==> config.mk <==
export PLATFORM = sky130hd
export DESIGN_NAME = hazard_ctrl
export DESIGN_NICKNAME = d
export VERILOG_FILES = /design/src/rtl/hazard_pkg.sv /design/src/rtl/hazard_perf_cnt.sv /design/src/rtl/hazard_ctrl.sv
export SDC_FILE = /design/constraint.sdc
export NUM_CORES = 1
export LEC_CHECK = 0
export ABC_AREA = 1
export CORE_UTILIZATION = 43
export CTS_BUF_LIST = sky130_fd_sc_hd__clkbuf_2 sky130_fd_sc_hd__clkbuf_4 sky130_fd_sc_hd__clkbuf_8
export CTS_CLUSTER_DIAMETER = 60
export CTS_CLUSTER_SIZE = 10
export DETAILED_ROUTE_END_ITERATION = 10
export GPL_TIMING_DRIVEN = 0
export PLACE_DENSITY = 0.78
export REMOVE_ABC_BUFFERS = 1
export SLEW_MARGIN = 20
export SYNTH_ARGS = -nofsm -noshare
export SYNTH_HDL_FRONTEND = slang
export SYNTH_SLANG_ARGS = --single-unit
==> constraint.sdc <==
create_clock -name clk -period 2.05 [get_ports clk]
set_clock_uncertainty 0.2 [all_clocks]
set_input_delay 0.41 -clock clk [delete_from_list [all_inputs] [get_ports clk]]
set_output_delay 0.41 -clock clk [all_outputs]
set_load 0.05 [all_outputs]
==> src/rtl/hazard_pkg.sv <==
// hazard_pkg: shared types and widths for the pipeline hazard controller.
//   hazard_state_e : controller state (run, memory wait, branch flush)
//   REG_IDX_W      : register index width
//   WDOG_W         : memory-wait watchdog width
//   PERF_CNT_W     : performance counter width (HAZARD_PERF_CNT_EN builds only)
package hazard_pkg;

  localparam int unsigned REG_IDX_W  = 5;
  localparam int unsigned WDOG_W     = 8;
  localparam int unsigned PERF_CNT_W = 32;

  typedef enum logic [1:0] {
    StRun     = 2'd0,
    StMemWait = 2'd1,
    StFlush   = 2'd2
  } hazard_state_e;

endpackage

==> src/rtl/hazard_perf_cnt.sv <==
// hazard_perf_cnt: stall-cycle and honoured-branch counters for the hazard controller.
// Only instantiated when HAZARD_PERF_CNT_EN is defined.
//   clk, rst_n    : clock, asynchronous active-low reset
//   stall         : PC held this cycle
//   flush_taken   : taken branch honoured this cycle
//   stall_cycles  : wrapping count of stalled cycles
//   flush_count   : wrapping count of honoured branches
module hazard_perf_cnt
  import hazard_pkg::*;
(
  input  logic                  clk,
  input  logic                  rst_n,
  input  logic                  stall,
  input  logic                  flush_taken,
  output logic [PERF_CNT_W-1:0] stall_cycles,
  output logic [PERF_CNT_W-1:0] flush_count
);

  logic [PERF_CNT_W-1:0] stall_q, stall_d;
  logic [PERF_CNT_W-1:0] flush_q, flush_d;

  always_comb begin
    stall_d = stall_q;
    flush_d = flush_q;
    if (stall)       stall_d = stall_q + 1'b1;
    if (flush_taken) flush_d = flush_q + 1'b1;
  end

  always_ff @(posedge clk or negedge rst_n) begin
    if (!rst_n) begin
      stall_q <= '0;
      flush_q <= '0;
    end else begin
      stall_q <= stall_d;
      flush_q <= flush_d;
    end
  end

  assign stall_cycles = stall_q;
  assign flush_count  = flush_q;

endmodule

==> src/rtl/hazard_ctrl.sv <==
// hazard_ctrl: prioritised pipeline hazard sequencer (memory freeze > branch flush > load-use).
// Optional feature macro: HAZARD_PERF_CNT_EN adds stall_cycles / flush_count outputs.
//   clk, rst_n                       : clock, asynchronous active-low reset
//   id_ex_memread, id_ex_rd          : load in EX and its destination
//   if_id_rs1, if_id_rs2             : sources of the instruction in ID
//   branch_taken                     : EX resolves a taken branch/jump
//   dmem_req, dmem_ready             : MEM access pending / completing
//   pc_write .. ex_mem_write         : stage register write enables
//   control_mux_sel                  : 1 = decoded control, 0 = bubble into ID/EX
//   if_id_flush, id_ex_flush         : stage register clears
//   mem_err                          : one-cycle pulse on memory watchdog timeout
module hazard_ctrl
  import hazard_pkg::*;
#(
  parameter int unsigned BR_PENALTY  = 1,
  parameter int unsigned MEM_TIMEOUT = 15
) (
  input  logic                 clk,
  input  logic                 rst_n,
  input  logic                 id_ex_memread,
  input  logic [REG_IDX_W-1:0] id_ex_rd,
  input  logic [REG_IDX_W-1:0] if_id_rs1,
  input  logic [REG_IDX_W-1:0] if_id_rs2,
  input  logic                 branch_taken,
  input  logic                 dmem_req,
  input  logic                 dmem_ready,
  output logic                 pc_write,
  output logic                 if_id_write,
  output logic                 id_ex_write,
  output logic                 ex_mem_write,
  output logic                 control_mux_sel,
  output logic                 if_id_flush,
  output logic                 id_ex_flush,
  output logic                 mem_err
`ifdef HAZARD_PERF_CNT_EN
  ,
  output logic [PERF_CNT_W-1:0] stall_cycles,
  output logic [PERF_CNT_W-1:0] flush_count
`endif
);

  hazard_state_e     state_q, state_d;
  logic [WDOG_W-1:0] wdog_q, wdog_d;
  logic [1:0]        flush_cnt_q, flush_cnt_d;

  logic pc_w, if_id_w, id_ex_w, ex_mem_w, ctrl_sel, if_id_fl, id_ex_fl, err;
  logic load_use, freeze_enter, freeze_hold;

  assign load_use = id_ex_memread && (id_ex_rd != '0) &&
                    ((id_ex_rd == if_id_rs1) || (id_ex_rd == if_id_rs2));

  assign freeze_enter = (state_q != StMemWait) && dmem_req && !dmem_ready;
  assign freeze_hold  = (state_q == StMemWait) && !dmem_ready &&
                        (wdog_q != WDOG_W'(MEM_TIMEOUT));

  always_comb begin
    pc_w        = 1'b1;
    if_id_w     = 1'b1;
    id_ex_w     = 1'b1;
    ex_mem_w    = 1'b1;
    ctrl_sel    = 1'b1;
    if_id_fl    = 1'b0;
    id_ex_fl    = 1'b0;
    err         = 1'b0;
    state_d     = state_q;
    wdog_d      = wdog_q;
    flush_cnt_d = flush_cnt_q;

    if (freeze_enter || freeze_hold) begin
      pc_w        = 1'b0;
      if_id_w     = 1'b0;
      id_ex_w     = 1'b0;
      ex_mem_w    = 1'b0;
      state_d     = StMemWait;
      wdog_d      = freeze_enter ? WDOG_W'(1) : wdog_q + 1'b1;
      flush_cnt_d = '0;
    end else begin
      // Release cycle out of MEM_WAIT behaves like RUN; no ready here means timeout.
      err    = (state_q == StMemWait) && !dmem_ready;
      wdog_d = '0;
      if (branch_taken) begin
        if_id_fl = 1'b1;
        id_ex_fl = 1'b1;
        if (BR_PENALTY > 1) begin
          state_d     = StFlush;
          flush_cnt_d = 2'(BR_PENALTY - 1);
        end else begin
          state_d     = StRun;
          flush_cnt_d = '0;
        end
      end else if (state_q == StFlush) begin
        if_id_fl    = 1'b1;
        flush_cnt_d = flush_cnt_q - 2'd1;
        state_d     = (flush_cnt_q <= 2'd1) ? StRun : StFlush;
      end else begin
        state_d = StRun;
        if (load_use) begin
          pc_w     = 1'b0;
          if_id_w  = 1'b0;
          ctrl_sel = 1'b0;
        end
      end
    end
  end

  always_ff @(posedge clk or negedge rst_n) begin
    if (!rst_n) begin
      state_q     <= StRun;
      wdog_q      <= '0;
      flush_cnt_q <= '0;
    end else begin
      state_q     <= state_d;
      wdog_q      <= wdog_d;
      flush_cnt_q <= flush_cnt_d;
    end
  end

  // Outputs are forced low asynchronously while reset is held.
  assign pc_write        = pc_w     & rst_n;
  assign if_id_write     = if_id_w  & rst_n;
  assign id_ex_write     = id_ex_w  & rst_n;
  assign ex_mem_write    = ex_mem_w & rst_n;
  assign control_mux_sel = ctrl_sel & rst_n;
  assign if_id_flush     = if_id_fl & rst_n;
  assign id_ex_flush     = id_ex_fl & rst_n;
  assign mem_err         = err      & rst_n;

`ifdef HAZARD_PERF_CNT_EN
  // id_ex_flush is asserted exactly in cycles where a taken branch is honoured.
  hazard_perf_cnt u_perf_cnt (
    .clk          (clk),
    .rst_n        (rst_n),
    .stall        (!pc_w),
    .flush_taken  (id_ex_fl),
    .stall_cycles (stall_cycles),
    .flush_count  (flush_count)
  );
`endif

endmodule
After elaboration in Yosys (flattened, before gate mapping)
Cells that the tools add are included.
{"block": "totals", "ff_bits": 12, "input_bits": 21, "out_inout_bits": 8, "elab_cells": 50}
{"block": "op_classes", "add_sub_neg": 2, "order_cmp": 1, "n_eq_ne": 6, "muxes": 21, "bitwise_logic": 6, "n_reduce_logical": 11}
{"operator": "2-to-1 mux 8 bit", "count": 2}
{"operator": "2-to-1 mux 2 bit", "count": 7}
{"operator": "2-to-1 mux 1 bit", "count": 12}
{"operator": "== test 5 bit", "count": 2}
{"operator": "adder 8 x 1 -> 8 bit, second input constant", "count": 1}
{"operator": "!= test 8 x 4 -> 1 bit, second input constant", "count": 1}
{"operator": "bitwise AND 1 bit", "count": 6}
{"operator": "logical AND 1 bit", "count": 6}
{"operator": "nonzero test 5 bit", "count": 1}
{"operator": "nonzero test 3 bit", "count": 1}
{"operator": "== test 2 x 1 -> 1 bit, second input constant", "count": 1}
{"operator": "== test 2 bit, second input constant", "count": 1}
{"operator": "<= comparator 2 x 1 -> 1 bit, second input constant", "count": 1}
{"operator": "logical OR 1 bit", "count": 2}
{"operator": "!= test 2 x 1 -> 1 bit, second input constant", "count": 1}
{"operator": "subtractor 2 x 1 -> 2 bit, second input constant", "count": 1}
{"operator": "logical NOT 1 bit", "count": 1}

Longest topological paths before layout
Gate-level depths: netlist of run 1.
{"block": "depth", "ltp_word": 8, "depth_mapped": 9, "depth_no_buf": 9}

Worst setup path before layout of run 1
Ideal clock, no wire load.
{"block": "synth_timing", "path_type": "register to output", "start": "register wdog_q[0]", "end": "output pc_write", "arrival_ns": 2.187, "required_time_ns": 1.440, "setup_slack_ns": -0.747, "path_stages_with_launch": 9, "path_buffers": 1, "path_cell_list": "dfrtp_1 ha_1 nand3_2 nor2_4 nor2_4 nor2_8 nand2_4 a21oi_1 buf_4"}
{"block": "synth_via", "elab_chain_len": 5}
{"element": "start, declared", "line": "hazard_ctrl.sv:43", "source": "logic [WDOG_W-1:0] wdog_q, wdog_d;"}
{"element": "start signal, assigned", "line": "hazard_ctrl.sv:113", "source": "wdog_q <= wdog_d;"}
{"element": "!= test 8 x 4 -> 1 bit", "line": "hazard_ctrl.sv:54", "source": "(wdog_q != WDOG_W'(MEM_TIMEOUT));"}
{"element": "logical AND 1 bit", "line": "hazard_ctrl.sv:53", "source": "assign freeze_hold = (state_q == StMemWait) && !dmem_ready &&"}
{"element": "logical OR 1 bit", "line": "hazard_ctrl.sv:69", "source": "if (freeze_enter || freeze_hold) begin"}
{"element": "2-to-1 mux 1 bit"}
{"element": "bitwise AND 1 bit"}
{"element": "end, declared", "line": "hazard_ctrl.sv:27", "source": "output logic pc_write,"}
Every way passes these cells.

Worst setup path in the final report of run 1
{"block": "layout_timing", "start": "register wdog_q[0]", "end": "output if_id_write"}
{"block": "layout_via", "elab_chain_len": 5}
{"element": "!= test 8 x 4 -> 1 bit", "line": "hazard_ctrl.sv:54"}
{"element": "logical AND 1 bit", "line": "hazard_ctrl.sv:53"}
{"element": "logical OR 1 bit", "line": "hazard_ctrl.sv:69"}
{"element": "2-to-1 mux 1 bit", "line": "hazard_ctrl.sv:69"}
{"element": "bitwise AND 1 bit", "line": "hazard_ctrl.sv:120", "source": "assign if_id_write = if_id_w & rst_n;"}
{"element": "end, declared", "line": "hazard_ctrl.sv:28", "source": "output logic if_id_write,"}
Every way passes these cells.

==> results of run 1 <==
cell type report:
cell class,instances,area [µm²]
Fill cell,189,619
Multi-Input combinational cell,90,538
Timing Repair Buffer,39,352
Sequential cell,12,300
Inverter,25,96.3
Tap cell,27,33.8
Clock buffer,3,22.5
sequential cells by signal, indices dropped and copies added, names as in the netlist:
signal / flops
flush_cnt_q: 2
state_q: 2
wdog_q: 8
cell families (layout without fill, tap and decap cells):
kind of cell             after synthesis  after routing
AND/OR/NAND/NOR                       77             77
buffers and inverters                 27             67
flip-flops                            12             12
AO/OA/AOI/OAI                          6              6
XOR/XNOR                               5              5
adder cells (fa/ha/maj)                2              2
path summary, 6_finish.rpt:
| check | from | to | depth (start not counted) |
|---|---|---|---|
| worst max-delay path | wdog_q[0] | if_id_write | 8 |
| worst min-delay path | rst_n | wdog_q[7] | 1 |
| worst max register to register | wdog_q[0] | wdog_q[6] | 6 |
| worst min register to register | flush_cnt_q[1] | flush_cnt_q[1] | 2 |
| max in group asynchronous | rst_n | wdog_q[1] | 1 |
| min in group clk | flush_cnt_q[1] | flush_cnt_q[1] | 2 |
timing repair:
item,CTS,global route
buffers inserted,10,1
gates cloned,0,0
endpoints found under the setup margin,8,8
gates resized for setup,82,6
pin swaps,13,5
report_power, final:
group / switching, mW / total, mW / leakage [nW] / internal (mW)
registers: 0.00835 / 0.255 / 0.163 / 0.247
clock network: 0.0770 / 0.145 / 0.0138 / 0.0679
logic: 0.141 / 0.239 / 0.530 / 0.0981
total: 0.226 / 0.639 / 0.707 / 0.413
placed cells by master (no fill, tap or decap), drive strengths merged, types with 2 or more instances in the layout:
| cell | Yosys | routed |
|---|---|---|
| nand3 | 10 | 10 |
| dfrtp | 12 | 12 |
| ha | 2 | 2 |
| a21oi | 4 | 4 |
| xor2 | 2 | 2 |
| clkbuf | 0 | 4 |
| dlygate4sd2 | 0 | 17 |
| nor3 | 5 | 5 |
| nand2 | 32 | 32 |
| xnor2 | 3 | 3 |
| clkdlybuf4s50 | 0 | 3 |
| nor2 | 26 | 26 |
| buf | 2 | 18 |
| inv | 25 | 25 |
worst max-delay path, stage by stage, from the launching register on:
cell and delay (ns):
sky130_fd_sc_hd__dfrtp_1 0.40, sky130_fd_sc_hd__ha_4 0.17, sky130_fd_sc_hd__nand3_4 0.09, sky130_fd_sc_hd__nor2_4 0.14
sky130_fd_sc_hd__nor2_4 0.06, sky130_fd_sc_hd__nor2_8 0.11, sky130_fd_sc_hd__nand2_4 0.09, sky130_fd_sc_hd__a21oi_4 0.19
sky130_fd_sc_hd__buf_6 0.18
metrics by stage:
step | TNS [ns] | hold slack, ns | cells
6_report | -1.83 | 0.0863 | 196
2_1_floorplan | -2.90 | -0.0856 | 127
4_1_cts | -1.72 | 0.0927 | 195
5_1_grt | -2.45 | 0.118 | 196
3_3_place_gp | -7.76 | 0.268 | 182
3_5_place_dp | -8.06 | 0.287 | 182
routing by layer:
layer	vias up	track usage (%)
li1	477	-
met1	443	23.5
met2	23	40.8
met3	2	5.28
met4	0	8.33
met5	-	0
==> results, run 1 <==
- Of the total synthesized cell area, the portion taken by AND, OR, NAND and NOR gates is 43.0%.
- By count the netlist is led by sky130_fd_sc_hd__nand2_1, sky130_fd_sc_hd__nor2_1, sky130_fd_sc_hd__inv_1.
- The largest buffer count on any clock path is 2.
- During synthesis, Yosys emitted a total of 0 warnings.
- Setup repair after global routing could not meet its margin everywhere.
- Summing the areas of all fa, ha and maj instances in the mapped netlist gives 2.79% of the synthesized area.
- The total DRC errors in the routed layout is 0.
- The final number of max-transition violations is 0.
- The clock tree from TritonCTS is yes.
- The ratio of cells with drive above 1 in the final layout is 27.2%.
- The top metal layer carrying routed signals is met4.
- The class of the worst hold path is in -> async.
- The routed design could run at a clock period as short as 2.32 ns.
- Setup violations remaining at the end of the flow were counted as 8.
- Counting flops with a built-in enable in the synthesized netlist gives 0.
- After routing the design area is 0.00134 mm².
- The leakage power is 0.707 nW.
- sky130_fd_sc_hd__nand2_1 is the most common cell in the netlist.
- OpenSTA, run right after detailed placement, puts the worst setup slack at -1.13 ns.
- The clock sink count is 12.
- The total area inside the core boundary comes to 0.00196 mm².
- The boundary pin count is 29.
- The cell taking the most area after synthesis is sky130_fd_sc_hd__dfrtp_1.
- The antenna diode count is 0.
- The initial DRC count is 31.
- Buffers inserted during clock tree synthesis total 3.
- The run finished, with violations left.
- The worst path uses 113% of the clock period.
- The total count of hold-check failures in the final report is 0.
- The number of port buffers is 28.
- The number of antenna violations at the first check in global routing is 0.
- The power per unit of standard cell area is 476 mW/mm².
- The met2 wire length is 1.37 mm.
- The max-cap check violation count is 0.
- The row count is 16.
- The fraction of synthesized cell area in xor and xnor cells is 4.89%.
- The path type of the worst setup path is reg -> out.
- The sequential area share after synthesis is 33.5%.
- Yosys attributes the largest share of cell area to sky130_fd_sc_hd__dfrtp_1, sky130_fd_sc_hd__nand2_1, sky130_fd_sc_hd__nor2_1.
- The worst-case IR drop observed on VDD is 0.345 mV.
- Once detail routing completed, the nets flagged for antenna violations numbered 0.
- The floorplan step set the die height to 47.6 µm.
- The initial utilization of the core area, before any placement, comes to 45.7%.
- The dominant synthesized flop cell is sky130_fd_sc_hd__dfrtp_1.
- The proportion of register bits with asynchronous set or reset after synthesis is 100%.
- In this run the cell area measured after placement is 0.00119 mm².
- In this run, post-CTS hold repair placed 0 buffers.
- The instance count of the mapped netlist is 129.
- For the pin with the worst max-slew slack, the measured transition is 0.691 ns.
- The maximum number of pins on one net before global-route repair is 15.
- The clock-pin slew of the registers on the worst-case setup and hold paths is 0.07 ns.
- In the final routed layout, each cell accounts on average for 12.5 µm.
- At the end of routability-driven placement, the weighted congestion stood at 0.730.
- Of all nets on the critical path, the largest fanout is 4.
- The routed length on met3 is 76 µm.
- The number of global-route vias before repair is 812.
- The area enclosed by the die boundary is 0.00227 mm².
- The share of Yosys cell area claimed by the top area cell type is 33.5%.
- The global-route wire length before repair is 3.33 mm.
- The detail-routed via count per cell is 4.82.
- From synthesis to final layout, the design area changed by 49.9%.
- The die is 47.6 µm wide.
- At the end of the flow, the number of nets in the layout was 194.
- The final reports fail on setup timing.
- The endpoint kind of the worst setup timing path is a primary output.
- Global routing consumed, over all layers together, 21.8% of the routing resources.
- The final setup slack of the worst path is -0.273 ns.
- The unique cell type count in the Yosys netlist is 23.
- The utilization after layout is 68.4%.
- Detailed placement finished with a half-perimeter wire length of 1.65 mm.
- The main combinational cell family by area after synthesis is simple AND/OR/NAND/NOR gates.
- The insertion delay of the later-clocked pin in the worst-skew pair is 0.27 ns.
- The endpoint required time on the critical path is 1.44 ns.
- In this run the number of H-tree levels came out at 1.
- STA classifies the critical path startpoint as a register.
- Headroom to the max-slew limit came out at 53.9%.
- Wires add up to 2.45 mm.
- The count of TritonRoute iterations in the first routing pass is 6.
- The met1 layer wirelength in the final routing is 988 µm.
- The synthesis-stage register bit count is 12.
- Summed over all layers, the global routing overflow is 0.
- At the worst endpoint, the arrival time is 1.71 ns.
- Power comes to 0.639 mW.
- After synthesis, the mean cell area works out to 6.94 µm².
- Summing every instance area after synthesis gives 896 µm².
- Multiplexer cells account for 0% of the synthesized area.
- The complex-gate fraction of the synthesized area is 3.63%.
- The master cell of the clock root buffer is sky130_fd_sc_hd__clkbuf_4.
- Based on the critical path, the design can be clocked at up to 0.430 GHz.
- For this block, the via count after detailed routing is 945.
- The slack of the worst reg-to-reg path is 0.48 ns.
(Power assumes the default switching activity.)
==> run 2: changes to the inputs <==
- CORE_MARGIN: not set -> 8
==> run 2 against run 1 <==
The flow still finishes with violations (setup timing). Utilization grew 4.2 points. Critical path depth grew 2. Non-clock buffer count grew 6. Clock power is essentially flat. Global-route usage shrank 8.2 points. Sequential power is essentially flat. Die area grew 67%. Combinational power grew 9.2%. Register-to-register slack lost 0.13 ns. Sequential share of layout area shrank 1.3 points. Maximum frequency shrank 0.45%. Worst hold slack gained 0.013 ns. Critical path type unchanged. Largest power group is now combinational logic.
==> results, run 2 (synthesized netlist as in run 1, its figures left out) <==
- The final net count is 200 (+3.1%).
- The layout overhead on the synthesized area is 59.1%.
- The initial cell density of the core came to 45.7% (unchanged).
- The boundary pin count is 29 (unchanged).
- Leaving out fill and tap cells, the most frequent cells in the layout are sky130_fd_sc_hd__nand2_1, sky130_fd_sc_hd__nor2_1, sky130_fd_sc_hd__inv_1.
- The remaining antenna violation count after routing is 0 (unchanged).
- The initial DRC count came to 29 (-6.5%).
- The highest metal layer carrying signal wires in the routed design is met3.
- The number of global-route vias before repair is 934 (+15%).
- The critical path launch point is wdog_q[0].
- The clock sink count is 12 (unchanged).
- In the final layout, the registers with the most flip-flops are wdog_q x8, flush_cnt_q x2, state_q x2.
- The largest buffer count on any clock path is 2 (unchanged).
- The time the worst path needs with I/O delays and setup is 2.33 ns (+0.0105 ns).
- The power per unit of standard cell area is 462 mW/mm² (-3.1%).
- The area enclosed by the die boundary was 0.00380 mm² (+67%).
- The insertion delay of the later-clocked pin in the worst-skew pair is 0.27 ns (about the same).
- The final weighted congestion in routability-driven placement was 0.834 (+14%).
- The overall global routing resource usage is 13.6% (-8.2 points).
- The routed length on met3 is 91 µm (+20%).
- The die height is 61.6 µm (+29%).
- The ratio of cells with drive above 1 in the final layout is 29.7% (+2.5 points).
- The leakage power is 0.773 nW (+9.3%).
- The worst setup path is captured at a primary output.
- The area of the core region was 0.00196 mm² (unchanged).
- The slack of the worst reg-to-reg path came to 0.35 ns (-0.13 ns).
- The largest fanout on the critical path is 4 (unchanged).
- The via count is 936 (-0.95%).
- The detailed placer's ending HPWL came to 1.73 mm (+5.3%).
- The endpoint identified for the worst register-to-register timing path is flush_cnt_q[1].
- The final wirelength is 2.54 mm (+3.6%).
- The setup TNS is -2.06 ns (-0.231 ns).
- The critical path arrival was 1.72 ns (about the same).
- The final setup violation count is 8 (unchanged).
- The total count of hold-check failures in the final report is 0 (unchanged).
- The highest achievable clock rate is 0.428 GHz (-0.45%).
- The overall overflow remaining after global route is 0 (unchanged).
- The final clock period utilization by the worst path is 114% (+0.51 points).
- The final setup slack of the worst path came to -0.284 ns (-0.0105 ns).
- The number of antenna violations at the first check in global routing is 0 (unchanged).
- The headroom to the max-slew limit is 52.0% (-1.9 points).
- The run finished, with violations left.
- The detail-routed via count per cell is 4.63 (-3.9%).
- The die width is 61.6 µm (+29%).
- The hold buffer count at CTS was 0 (unchanged).
- The final number of max-transition violations was 0 (unchanged).
- The maximum VDD drop is 0.437 mV (+27%).
- The total number of H-tree levels is 1 (unchanged).
- The number of buffers created by CTS is 3 (unchanged).
- CTS placed an instance of sky130_fd_sc_hd__clkbuf_4 at the clock tree root.
- The max-cap check violation count was 0 (unchanged).
- The most common cell after layout, fill and taps aside is sky130_fd_sc_hd__nand2_1.
- The count of TritonRoute iterations in the first routing pass came to 4 (-2).
- The worst flop-to-flop path startpoint is wdog_q[0].
- The top register by number of flip-flops is wdog_q.
- The worst hold path belongs to the class in -> async.
- STA classifies the critical path startpoint as a register.
- The actual slew at the worst max-slew pin is 0.720 ns (+0.0292 ns).
- The total DRC errors in the routed layout is 0 (unchanged).
- The worst setup path is of the reg -> out kind.
- The depth of the worst register-to-register path came to 9 (+3).
- The flip-flop count of the largest register after layout is 8 (unchanged).
- The pre-CTS worst setup slack was -1.06 ns (+0.0619 ns).
- The global-route wire length before repair is 3.94 mm (+18%).
- The clock tree from TritonCTS is yes.
- The final reports fail on setup timing.
- The total power is 0.658 mW (+2.9%).
- Setup repair after global routing could not meet its margin everywhere.
- The met1 layer wirelength in the final routing is 1.00 mm (+1.3%).
- The number of port buffers came to 28 (unchanged).
- The endpoint required time on the critical path is 1.44 ns (about the same).
- The clock-pin slew of the registers on the worst-case setup and hold paths came to 0.07 ns (about the same).
- The antenna diode count is 0 (unchanged).
- The maximum number of pins on one net before global-route repair is 15 (unchanged).
- The met2 wire length is 1.45 mm (+5.5%).
- The average wire length per cell after detail routing came to 12.6 µm (+0.51%).
- The row count is 16 (unchanged).
==> run 2: cell count changes in the layout (fill, tap and decap cells not counted), moves of 2 or more <==
| cell | change |
|---|---|
| sky130_fd_sc_hd__buf_4 | +6 |
| sky130_fd_sc_hd__buf_8 | +2 |
| sky130_fd_sc_hd__dlygate4sd2_1 | -5 |
| sky130_fd_sc_hd__dlymetal6s2s_1 | +4 |
==> run 2: layout make-up <==
cell class / instances / area [µm²]
Multi-Input combinational cell: 90 / 548
Fill cell: 162 / 537
Timing Repair Buffer: 45 / 424
Sequential cell: 12 / 300
Inverter: 25 / 96.3
Tap cell: 27 / 33.8
Clock buffer: 3 / 22.5
==> run 2: worst max-delay path by stage <==
stage	endpoint	slack (ns)	cells past startpoint
floorplan	if_id_write	-1.07	7
detailed placement	pc_write	-1.06	4
finish	mem_err	-0.28	10
global placement	if_id_write	-1.06	4
global route	mem_err	-0.37	10
CTS	mem_err	-0.26	10
==> run 2: worst max-delay path, stage by stage (launching register included) <==
cell	delay, ns
sky130_fd_sc_hd__dfrtp_1	0.43
sky130_fd_sc_hd__ha_4	0.18
sky130_fd_sc_hd__nand3_4	0.09
sky130_fd_sc_hd__nor2_4	0.14
sky130_fd_sc_hd__nor2_4	0.06
sky130_fd_sc_hd__nor2_8	0.11
sky130_fd_sc_hd__nand2_4	0.09
sky130_fd_sc_hd__inv_4	0.10
sky130_fd_sc_hd__nand3_2	0.07
sky130_fd_sc_hd__inv_2	0.06
sky130_fd_sc_hd__buf_8	0.13
==> run 2: through the flow <==
step	hold WS (ns)	instance area, µm²	utilization (%)	instances
floorplan	-0.0856	881	-	127
global placement	0.268	1190	60.9	182
detailed placement	0.279	1190	60.9	182
CTS	0.0865	1300	66.3	192
global route	0.136	1430	72.6	202
finish	0.0995	1430	72.6	202
==> run 2: repair_timing <==
item | in CTS | in global routing
pin swaps | 10 | 11
resized for setup | 77 | 13
setup buffers | 7 | 10
setup endpoints to repair | 8 | 8
endpoints found under the hold margin | 0 | 0
==> run 2: layer usage <==
layer  up-vias  GRT usage, %
met4         0         0.974
met5         -             0
met1       434          14.4
met2        16          26.4
li1        486             -
met3         0          3.97
==> run 2: power breakdown <==
part / switching, mW / internal, mW / total (mW)
combinational: 0.147 / 0.114 / 0.261
clock: 0.0740 / 0.0680 / 0.142
sequential: 0.00825 / 0.247 / 0.255
==> run 3: changes to the inputs <==
- CTS_CLUSTER_DIAMETER: 60 -> not set
==> results of run 3 <==
The final DEF is identical to that of run 2; final timing and power are the same.
